`src/rtl/mf_pll_reset_seq.sv`:
```
// mf_pll_reset_seq: PLL lock supervisor and staggered per-domain reset sequencer.
//
// Runs on the PLL reference clock, because PLL outputs cannot be trusted before lock.
// Build option: define MF_PLL_RELOCK_COUNT_EN to implement the saturating restart
// counter; otherwise relock_count is tied to zero.
//
// Ports:
//   refclk       - reference clock, same clock that feeds the PLL
//   rst_n        - asynchronous active-low reset of this block
//   pll_locked   - PLL lock indication, asynchronous to refclk
//   sw_reset     - synchronous request to restart the whole sequence
//   pll_rst      - active-high PLL reset
//   domain_rst_n - active-low domain resets, released one at a time in index order
//   ready        - high only while every domain is out of reset and lock is held
//   relock_count - saturating count of restart events
module mf_pll_reset_seq #(
  parameter int NUM_DOMAINS         = 4,
  parameter int CNT_W               = 24,
  parameter int PLL_RST_CYCLES      = 16,
  parameter int LOCK_STABLE_CYCLES  = 1024,
  parameter int LOCK_TIMEOUT_CYCLES = 1048576,
  parameter int STAGGER_CYCLES      = 8,
  parameter int LOSS_FILTER_CYCLES  = 4
) (
  input  logic                   refclk,
  input  logic                   rst_n,
  input  logic                   pll_locked,
  input  logic                   sw_reset,
  output logic                   pll_rst,
  output logic [NUM_DOMAINS-1:0] domain_rst_n,
  output logic                   ready,
  output logic [7:0]             relock_count
);
  localparam int IDX_W = NUM_DOMAINS > 1 ? $clog2(NUM_DOMAINS) : 1;
  localparam logic [1:0] S_PLL_RST   = 2'd0;
  localparam logic [1:0] S_WAIT_LOCK = 2'd1;
  localparam logic [1:0] S_RELEASE   = 2'd2;
  localparam logic [1:0] S_RUN       = 2'd3;

  logic [1:0]             r_sync;
  logic [1:0]             r_state;
  logic [CNT_W-1:0]       r_cnt;
  logic [CNT_W-1:0]       r_stable;
  logic [CNT_W-1:0]       r_loss;
  logic [IDX_W-1:0]       r_idx;
  logic                   r_pll_rst;
  logic                   r_ready;
  logic [NUM_DOMAINS-1:0] r_dom;

  logic w_lk_s, w_release, w_timeout, w_drop, w_loss, w_abort, w_step, w_last;

  assign w_lk_s    = r_sync[1];
  // A release on the final timeout cycle takes precedence over the timeout.
  assign w_release = r_state == S_WAIT_LOCK && w_lk_s && r_stable == CNT_W'(LOCK_STABLE_CYCLES - 1);
  assign w_timeout = r_state == S_WAIT_LOCK && !w_release && r_cnt == CNT_W'(LOCK_TIMEOUT_CYCLES - 1);
  assign w_drop    = r_state == S_RELEASE && !w_lk_s;
  assign w_loss    = r_state == S_RUN && !w_lk_s && r_loss == CNT_W'(LOSS_FILTER_CYCLES - 1);
  assign w_abort   = w_timeout || w_drop || w_loss;
  assign w_step    = r_state == S_RELEASE && r_cnt == CNT_W'(STAGGER_CYCLES - 1);
  assign w_last    = r_idx == IDX_W'(NUM_DOMAINS - 1);

  always_ff @(posedge refclk or negedge rst_n) begin
    if (!rst_n) begin
      r_sync    <= '0;
      r_state   <= S_PLL_RST;
      r_cnt     <= '0;
      r_stable  <= '0;
      r_loss    <= '0;
      r_idx     <= '0;
      r_pll_rst <= 1'b1;
      r_dom     <= '0;
      r_ready   <= 1'b0;
    end else begin
      r_sync <= {r_sync[0], pll_locked};
      if (sw_reset || w_abort) begin
        // Every restart path lands in the same place as a hard reset.
        r_state   <= S_PLL_RST;
        r_cnt     <= '0;
        r_stable  <= '0;
        r_loss    <= '0;
        r_idx     <= '0;
        r_pll_rst <= 1'b1;
        r_dom     <= '0;
        r_ready   <= 1'b0;
      end else begin
        case (r_state)
          S_PLL_RST: begin
            if (r_cnt == CNT_W'(PLL_RST_CYCLES - 1)) begin
              r_state   <= S_WAIT_LOCK;
              r_cnt     <= '0;
              r_pll_rst <= 1'b0;
            end else begin
              r_cnt <= r_cnt + 1'b1;
            end
          end
          S_WAIT_LOCK: begin
            r_stable <= w_lk_s ? r_stable + 1'b1 : '0;
            if (w_release) begin
              r_state  <= S_RELEASE;
              r_cnt    <= '0;
              r_stable <= '0;
            end else begin
              r_cnt <= r_cnt + 1'b1;
            end
          end
          S_RELEASE: begin
            if (w_step) begin
              r_dom[r_idx] <= 1'b1;
              r_cnt        <= '0;
              r_idx        <= r_idx + 1'b1;
              if (w_last) begin
                r_state <= S_RUN;
                r_ready <= 1'b1;
              end
            end else begin
              r_cnt <= r_cnt + 1'b1;
            end
          end
          default: r_loss <= w_lk_s ? '0 : r_loss + 1'b1;
        endcase
      end
    end
  end

  assign pll_rst      = r_pll_rst;
  assign domain_rst_n = r_dom;
  assign ready        = r_ready;

`ifdef MF_PLL_RELOCK_COUNT_EN
  logic [7:0] r_relock;
  logic       w_restart;

  // A software request while already in PLL_RST is not a new restart.
  assign w_restart = (sw_reset && r_state != S_PLL_RST) || w_abort;

  always_ff @(posedge refclk or negedge rst_n) begin
    if (!rst_n) r_relock <= '0;
    else if (w_restart && r_relock != 8'hFF) r_relock <= r_relock + 1'b1;
  end

  assign relock_count = r_relock;
`else
  assign relock_count = 8'd0;
`endif
endmodule

```
`config.mk`:
```
export PLATFORM = sky130hd
export DESIGN_NAME = mf_pll_reset_seq
export DESIGN_NICKNAME = d
export VERILOG_FILES = /design/src/rtl/mf_pll_reset_seq.sv
export SDC_FILE = /design/constraint.sdc
export NUM_CORES = 1
export LEC_CHECK = 0
export ABC_CLOCK_PERIOD_IN_PS = 2900
export BUFFER_PORTS_ARGS = -buffer_cell sky130_fd_sc_hd__buf_4
export CELL_PAD_IN_SITES_DETAIL_PLACEMENT = 0
export CELL_PAD_IN_SITES_GLOBAL_PLACEMENT = 1
export CORE_MARGIN = 10
export CORE_UTILIZATION = 45
export CTS_CLUSTER_DIAMETER = 60
export DETAILED_ROUTE_END_ITERATION = 8
export GPL_ROUTABILITY_DRIVEN = 0
export PLACE_DENSITY_LB_ADDON = 0.08
export SLEW_MARGIN = 20
export SYNTH_ARGS = -nofsm -noshare
export SYNTH_HDL_FRONTEND = slang
export SYNTH_SLANG_ARGS = --single-unit
```
`constraint.sdc`:
```
create_clock -name refclk -period 2.9 [get_ports refclk]
set_input_delay 0.29 -clock refclk [delete_from_list [all_inputs] [get_ports refclk]]
set_output_delay 0.29 -clock refclk [all_outputs]
set_load 0.005 [all_outputs]
```
==> results of run 1 <==
[registers in the layout (all words and copies together), names as in the netlist]
| signal | flops |
|---|---|
| r_cnt | 24 |
| r_loss | 24 |
| r_stable | 24 |
| domain_rst_n | 4 |
| r_idx | 2 |
| r_state | 2 |
| r_sync | 2 |
| pll_rst | 1 |
| ready | 1 |
[metal layers]
layer | part of all wire, % | global-route usage, %
met1 | 50 | 22.6
met2 | 44 | 23.7
met3 | 4.1 | 2.76
met4 | 1.4 | 6.19
met5 | 0 | 0
[logic make-up (layout without fill, tap and decap cells)]
| family | count (synthesis) | in the layout | synth area share, % |
|---|---|---|---|
| compound gates | 132 | 132 | 17.1 |
| fa+ha+maj | 13 | 13 | 3.35 |
| mux | 5 | 5 | 1.03 |
| flops | 84 | 84 | 43.3 |
| simple gates | 241 | 241 | 25.7 |
| buf+inv | 48 | 65 | 4.49 |
| xor+xnor | 27 | 27 | 4.87 |
| other cells | 1 | 8 | 0.0773 |
[how the worst max path moves through the flow]
stage	slack, ps	endpoint	cells after the start
after global routing	7	r_stable[9]$_DFFE_PN0P_	10
after detailed placement	130	r_cnt[23]$_DFFE_PN0P_	9
after floorplan	440	r_cnt[23]$_DFFE_PN0P_	6
after global placement	260	r_loss[22]$_DFFE_PN0P_	10
final	220	r_loss[17]$_DFFE_PN0P_	10
after CTS	90	r_loss[17]$_DFFE_PN0P_	10
[power groups by stage]
stage	Clock, mW	Sequential, mW	Combinational (mW)
3_3_place_gp	0	1.20	0.0834
6_report	0.880	1.18	0.0841
5_1_grt	0.963	1.18	0.0967
4_1_cts	0.903	1.18	0.0850
3_5_place_dp	0	1.20	0.0838
2_1_floorplan	0	1.20	0.0441
[area by class of cell]
| class | count | area [um2] | share of cell area, % |
|---|---|---|---|
| Timing Repair Buffer | 30 | 228 | 4.25 |
| Sequential cell | 84 | 2100 | 39.3 |
| Clock inverter | 4 | 47.5 | 0.888 |
| Tap cell | 136 | 170 | 3.18 |
| Inverter | 19 | 71.3 | 1.33 |
| Clock buffer | 12 | 155 | 2.90 |
| Multi-Input combinational cell | 426 | 2580 | 48.2 |
[Yosys cell counts (5+ instances only)]
master and count:
o21ai_0 30, xnor2_1 6, buf_4 8, a21oi_1 44, o31ai_1 8, nand4_1 12
or4_1 7, nand2b_1 5, nand2_1 37, nor2_1 63, buf_2 6, and3_1 13
xor2_1 21, a31oi_1 16, inv_1 18, nor4_1 14, o311ai_0 9, dfrtp_1 83
mux2i_1 5, nor2b_1 5, clkbuf_1 15, and4_1 7, nand3_1 37, or3_1 9
ha_1 13, nor3_1 16
[worst register-to-register path, cell delays in order (launching register included)]
cell	delay (ps)
dfrtp_1	450
inv_1	130
ha_1	210
nor4b_1	260
and4_1	350
a2111oi_4	120
buf_4	200
nor2_2	300
o21ai_0	240
buf_4	220
nor2_1	150
[what timing repair did]
| item | CTS | global route |
|---|---|---|
| setup buffers | 0 | 1 |
| resized for setup | 0 | 4 |
| hold endpoints to repair | 45 | 0 |
| hold buffers | 1 | 0 |
| endpoints found under the setup margin | 0 | 37 |
[placed cells by master (no fill, tap or decap), types with 13 or more instances in the layout]
cell type  instances
xor2_1            21
nand3_1           37
nor3_1            16
and3_1            13
nor4_1            13
nand2_1           37
a21oi_1           44
a31oi_1           16
dfrtp_1           83
nor2_1            62
buf_4             29
inv_1             18
ha_1              13
o21ai_0           30
[metrics by stage]
step                      power (mW)  instances  hold slack (ps)  setup WS [ps]  utilization, %
final                           2.14        711             35.8            217            51.4
after global routing            2.24        711             28.2           7.00            51.4
after CTS                       2.17        710             20.1           93.7            51.2
after detailed placement        1.29        693              358            129            49.1
after global placement          1.29        693              348            258            49.1
after floorplan                 1.25        558            -5.59            435               -
==> run metrics, run 1 <==
WP data arrival 2970 ps; fillers 978; FMAX 373 MHz; final WL 11600 um; Clock Pin Slew Worst Setup and Hold Paths 90 ps; Area after DPL 0.00512 mm2; Vias 4142; Worst Max-Slew Pin Slew 1020 ps; delay-heaviest family, CP simple AND/OR/NAND/NOR gates; combinational share of power 3.9%; io pins 18; flops & latches, synth 84; Synth top area share 42.8%; CP Data Required Time 3190 ps; TritonCTS Sinks 84; DRT iter0 DRCs 267; fin area 0.00536 mm2; min-delay worst type input port to flop; largest net degree at the start of global routing 48; Hold Path Cell Cnt 1; Syn Inst Count 551; gr ovfl total 0; CP endpoint kind flop; fin crit period 2680 ps; Initial Utilization 46.6%; outcome complete, no violations; Max-slew headroom 31.8%; final setup fails 0; PwrDens 400 mW/mm2; Bufs on Longest Clock Path 2; most frequent CP cell buf_4; htree depth 3; CTS buffer count 9; reg2reg path depth 10; row count 37; first-pass GRT wire length 19800 um; Port Buffers 9; DR DRC count 0; Final TNS setup 0 ps; Switch Pwr 0.506 mW; Clock Skews 11.1 ps; Avg Cell Area, Syn 8.81 um2; Post-synth EDFFs 0; RR Endpoint r_loss[17]$_DFFE_PN0P_; 1st-pass router iterations 6; Slew Limit Fails 0; critical path startpoint r_state[1]$_DFFE_PN0P_; Critical Path, Cell by Cell inv_1, ha_1, nor4b_1, and4_1, a2111oi_4, buf_4, nor2_2, o21ai_0, buf_4, nor2_1; CTS tree done; DR vias/cell 5.83; max cap viols 0; Post-synth ARST share 100%; max incr delay on CP 450 ps; Worst setup SP type flop; Inserted Diodes 0; CORE AREA 0.0104 mm2; Die Height 124 um; unrepaired setup endpoints after global routing no; Yosys warning count 0; post-detail-place hpwl 8120 um; clk_lat worst skew 370 ps; Main synth FF type dfrtp_1; Flop pwr share 55.1%; area leader, netlist dfrtp_1; P_leak 2.19 nW; switching part of the total 23.6%; Root Driver clkbuf_8; die area 0.0153 mm2; register-to-register setup slack 220 ps; Area Overhead vs Synth 10.4%; layout cells sized above 1 9.57%; sequential element share of the synthesized area 43.3%; antenna violations before repair 0; VDD IR-drop max 257 uV; Final period util 92.5%; Wirelength per Cell 16.4 um; Crit Path Class flop to flop; NumNets Final 587; internal power 1.64 mW; Antenna Nets Post-Route 0; critical path fanouts, max 13; worst hold endpoint r_sync[0]$_DFF_PN0_; ranking of synthesized cells by area dfrtp_1 43%, nor2_1 4.9%, a21oi_1 4.5%, nand3_1 3.8%, xor2_1 3.8%; vias in the first global route 3950; slowest CP cell dfrtp_1; GRT Total Usage 15.9%; Final Hold Viols 0; Syn Std Cell Area 0.00485 mm2; Distinct cells, synth 52; Die X 124 um; WP buf/inv 3; start of the worst register-to-register path r_state[1]$_DFFE_PN0P_; min-delay src pll_locked; Clock Power Share 41.0%
Note: power is estimated with default switching activity, not from simulation.
==> run 2, diff against run 1 <==
--- a/config.mk
+++ b/config.mk
@@ -10,7 +10,7 @@
 export CELL_PAD_IN_SITES_DETAIL_PLACEMENT = 0
 export CELL_PAD_IN_SITES_GLOBAL_PLACEMENT = 1
 export CORE_MARGIN = 10
-export CORE_UTILIZATION = 45
+export CORE_UTILIZATION = 28
 export CTS_CLUSTER_DIAMETER = 60
 export DETAILED_ROUTE_END_ITERATION = 8
 export GPL_ROUTABILITY_DRIVEN = 0
==> run 2 against run 1 <==
Against the previous run: final cell count up 13%; die area is 50% higher; sequential cell count unchanged; largest power group is now clock; fmax up 0.53%; cell area rose by 5.0%; critical path depth down 3; sequential share of layout area is 1.9 points lower; clock skew shrank 4.3 ps; largest cell class unchanged; global-route usage decreased by 3.7 points; total power is 18% higher; utilization down 19 points; register-to-register slack barely moved.
==> run metrics, run 2 (synthesized netlist as in run 1, its figures left out) <==
clk_lat worst skew 350 ps; htree depth 3; final WL 13200 um; register-to-register setup slack 230 ps; FMAX 375 MHz; slowest CP cell or4_4; VDD IR-drop max 277 uV; Wirelength per Cell 16.4 um; vias in the first global route 4209; WP data arrival 2950 ps; Bufs on Longest Clock Path 2; Vias 4141; 1st-pass router iterations 4; die area 0.0230 mm2; Clock Pin Slew Worst Setup and Hold Paths 60 ps; post-route setup slack 231 ps; Critical Path, Cell by Cell or4_4, nand2b_4, a2111oi_4, buf_4, nor2_1, or4_1, a21oi_1; Clock Skews 6.76 ps; Slew Limit Fails 0; antenna violations before repair 0; row count 48; Antenna Nets Post-Route 0; CORE AREA 0.0171 mm2; DRT iter0 DRCs 279; Final Hold Viols 0; fillers 1831; final setup fails 0; NumNets Final 590; most frequent cells in the layout 83 x dfrtp_1, 61 x nor2_1, 44 x a21oi_1; min-delay worst type input port to flop; Crit Path Class flop to flop; Initial Utilization 28.3%; Final Util 32.9%; TritonCTS Sinks 84; max incr delay on CP 570 ps; Root Driver clkbuf_16; DR DRC count 0; Regs by FF count r_cnt x24, r_loss x24, r_stable x24; Hold Path Cell Cnt 1; Max-slew headroom 53.7%; most common cell after layout, fill and taps aside dfrtp_1; post-detail-place hpwl 9160 um; CTS tree done; PwrDens 449 mW/mm2; first-pass GRT wire length 22400 um; outcome complete, no violations; postcts setup bufs 0; CTS buffer count 9; layout cells sized above 1 10.2%; CP endpoint kind flop; largest net degree at the start of global routing 48; GRT Total Usage 12.2%; reg2reg path depth 7; Worst setup SP type flop; Area Overhead vs Synth 15.9%; io pins 18; Inserted Diodes 0; fin crit period 2670 ps; unrepaired setup endpoints after global routing no; DR vias/cell 5.16; Die X 152 um; gr ovfl total 0; critical path fanouts, max 14; Final period util 92.0%; CP Data Required Time 3180 ps; Final TNS setup 0 ps; max cap viols 0; pre-CTS WS 188 ps; Worst Max-Slew Pin Slew 694 ps; P_leak 2.26 nW; Port Buffers 9; Die Height 152 um
run 2: changes by cell type in the layout (fill, tap and decap cells not counted), sizes merged:
cell    previous run  this run
clkbuf            12         9
buf               29        32
clkinv             3         5
bufinv             1         2
run 2: area by class of cell:
type                       instances  area (um2)  area share [%]
clock inverter                     7        91.3            1.62
inverter                          19        71.3            1.27
timing repair buffer              33         279            4.96
multi-input combinational        426        2570            45.7
clock buffer                       9         225            4.00
tap                              225         282            5.01
sequential                        84        2100            37.4
run 2: final timing paths:
check | from | endpoint
setup / recovery | r_cnt[20]$_DFFE_PN0P_ | r_cnt[23]$_DFFE_PN0P_
hold / removal | pll_locked | r_sync[0]$_DFF_PN0_
setup reg to reg | r_cnt[20]$_DFFE_PN0P_ | r_cnt[23]$_DFFE_PN0P_
hold reg to reg | r_sync[0]$_DFF_PN0_ | r_sync[1]$_DFF_PN0_
max in group asynchronous | rst_n | r_stable[2]$_DFFE_PN0P_
min in group asynchronous | rst_n | r_loss[3]$_DFFE_PN0P_
run 2: through the flow:
step                instances  power, mW  hold WS, ps  instance area, um2
floorplan                 558       1.25        -5.59                4880
global placement          786       1.30          331                5290
detailed placement        786       1.30          322                5290
CTS                       803       2.58         31.1                5610
global route              803       2.64         34.7                5620
finish                    803       2.53         49.5                5620
run 2: critical path: cells and delay by family (launching register included):
family          cells  cell delay [ps]
buf+inv             1              260
compound gates      2              540
simple gates        4             1360
flops               1              420
run 2: repair_timing:
item                       CTS  global route
gates resized for setup      0             3
setup endpoints to repair    0            10
hold buffers                 1             0
hold endpoints to repair    36             0
run 2: metal layers:
metal	routed length [um]	share of wire [%]	vias to the layer above	track usage (%)
met2	6260	47	61	20.2
li1	-	-	2041	-
met5	0	0	-	0
met4	187	1.4	0	3.38
met3	476	3.6	17	3.18
met1	6270	48	2022	15.4
run 2: report_power, final:
part | leakage, nW | total, mW | switching, mW | internal (mW)
Combinational | 0.946 | 0.0914 | 0.0656 | 0.0259
Sequential | 1.16 | 1.18 | 0.00667 | 1.18
Clock | 0.155 | 1.25 | 0.501 | 0.751
Total | 2.26 | 2.53 | 0.573 | 1.95
==> run 3, diff against run 2 <==
--- a/config.mk
+++ b/config.mk
@@ -10,7 +10,7 @@
 export CELL_PAD_IN_SITES_DETAIL_PLACEMENT = 0
 export CELL_PAD_IN_SITES_GLOBAL_PLACEMENT = 1
 export CORE_MARGIN = 10
-export CORE_UTILIZATION = 28
+export CORE_UTILIZATION = 48
 export CTS_CLUSTER_DIAMETER = 60
 export DETAILED_ROUTE_END_ITERATION = 8
 export GPL_ROUTABILITY_DRIVEN = 0
==> run 3 against run 2 <==
Against the previous run: the flow now finishes with violations (negative hold slack); worst setup slack got worse by 30 ps; cell area fell by 5.1%; via count fell by 0.22%; critical path type unchanged; final cell count shrank 12%; sequential cell count stayed put; clock power down 36%; routed wire length shrank 15%.
==> run metrics, run 3 (synthesized netlist as in run 1, its figures left out) <==
largest net degree at the start of global routing 85; 1st-pass router iterations 4; Initial Utilization 49.4%; violations in the final reports negative hold slack; post-detail-place hpwl 7660 um; final WL 11200 um; DR vias/cell 5.84; CTS buffer count 9; CP endpoint kind flop; most used routing layer in global routing met2; Inserted Diodes 0; WP data arrival 3010 ps; critical path fanouts, max 12; Wirelength per Cell 15.9 um; antenna violations before repair 0; Port Buffers 9; DR DRC count 0; Root Driver clkbuf_8; row count 36; Worst Max-Slew Pin Slew 810 ps; PwrDens 386 mW/mm2; clk_lat worst skew 380 ps; gr ovfl total 0; Die Height 121 um; met1 Track Usage GR 22.5%; VDD IR-drop max 284 uV; register-to-register setup slack 200 ps; Final Util 54.4%; Antenna Nets Post-Route 0; fin crit period 2700 ps; fillers 937; fin area 0.00534 mm2; max incr delay on CP 720 ps; Setup crit end r_stable[18]$_DFFE_PN0P_; Critical Path, Cell by Cell inv_1, ha_1, nor4b_1, and4_1, a21o_1, or4_1, or3_1, nand3_1; Regs by FF count r_cnt x24, r_loss x24, r_stable x24; Final Hold Viols 38; htree depth 3; critical path startpoint r_state[1]$_DFFE_PN0P_; Slew Limit Fails 0; slowest CP cell or4_1; Max-slew headroom 46.0%; die area 0.0145 mm2; layout cells sized above 1 9.74%; most common cell after layout, fill and taps aside dfrtp_1; P_leak 2.19 nW; TritonCTS Sinks 84; Clock Pin Slew Worst Setup and Hold Paths 80 ps; RR Endpoint r_stable[18]$_DFFE_PN0P_; CTS tree done; max cap viols 0; unrepaired setup endpoints after global routing no; first-pass GRT wire length 19600 um; met3 GRT Util 4.98%; CORE AREA 0.00982 mm2; Die X 121 um; outcome complete, but fails checks; DRT iter0 DRCs 238; GRT Total Usage 16.3%; Area after DPL 0.00511 mm2; worst hold margin -80.1 ps; vias in the first global route 3896; Bufs on Longest Clock Path 2; min-delay worst type input port to async pin; final setup fails 0; start of the worst register-to-register path r_state[1]$_DFFE_PN0P_; reg2reg path depth 8; io pins 18; Crit Path Class flop to flop; CP Data Required Time 3220 ps; Final period util 93.1%; Final TNS setup 0 ps; most frequent cells in the layout 83 x dfrtp_1, 61 x nor2_1, 44 x a21oi_1; Clock Skews 8.29 ps; Worst setup SP type flop; Vias 4132; met2 GRT Util 24.1%; NumNets Final 587; Area Overhead vs Synth 10.1%; FMAX 371 MHz
run 3: cell types whose count changed in the layout (fill, tap and decap cells not counted), sizes merged:
cell	delta
clkbuf	+3
buf	-3
clkinv	-1
bufinv	-2
run 3: through the flow:
stage                     std cells  worst slack (ps)  power [mW]
final                           708               201        2.06
after global routing            708              26.6        2.17
after CTS                       706               195        2.10
after detailed placement        690               230        1.29
after global placement          690               215        1.28
after floorplan                 558               435        1.25
run 3: power breakdown:
group	internal (mW)	switching [mW]	leakage [nW]
clock	0.377	0.422	0.0982
combinational	0.0204	0.0628	0.924
sequential	1.17	0.00522	1.16
total	1.57	0.490	2.19
run 3: area by class of cell:
type	instances	area (um2)	share of cell area, %
Multi-Input combinational cell	426	2580	48.3
Sequential cell	84	2100	39.4
Timing Repair Buffer	30	231	4.33
Tap cell	133	166	3.12
Clock buffer	12	165	3.09
Inverter	19	71.3	1.34
Clock inverter	4	22.5	0.422
run 3: routing by layer:
metal	vias up	share of wire [%]
met1	1991	50
met5	-	0
li1	2053	-
met4	0	1.0
met3	9	4.6
met2	79	44
run 3: worst min path at each step:
stage               cells past startpoint                start  slack [ps]                           to
finish                                  1                rst_n         -80        r_loss[9]$_DFFE_PN0P_
global route                            1                rst_n          20        r_loss[8]$_DFFE_PN0P_
CTS                                     1           pll_locked           3          r_sync[0]$_DFF_PN0_
detailed placement                      0  r_sync[0]$_DFF_PN0_         340          r_sync[1]$_DFF_PN0_
global placement                        0  r_sync[0]$_DFF_PN0_         340          r_sync[1]$_DFF_PN0_
floorplan                               0                rst_n          -6  domain_rst_n[0]$_DFFE_PN0P_
run 3: what timing repair did:
item / CTS / global route
setup endpoints to repair: 0 / 34
hold buffers: 0 / 1
buffers inserted: 0 / 1
resized for setup: 0 / 3
hold endpoints to repair: 0 / 1
run 3: critical path, delay by kind of cell (launching register included):
kind / cells / cell delay (ps)
AND/OR/NAND/NOR: 5 / 1630
flip-flops: 1 / 440
AO/OA/AOI/OAI: 1 / 230
adder cells (fa/ha/maj): 1 / 230
buffers and inverters: 1 / 110
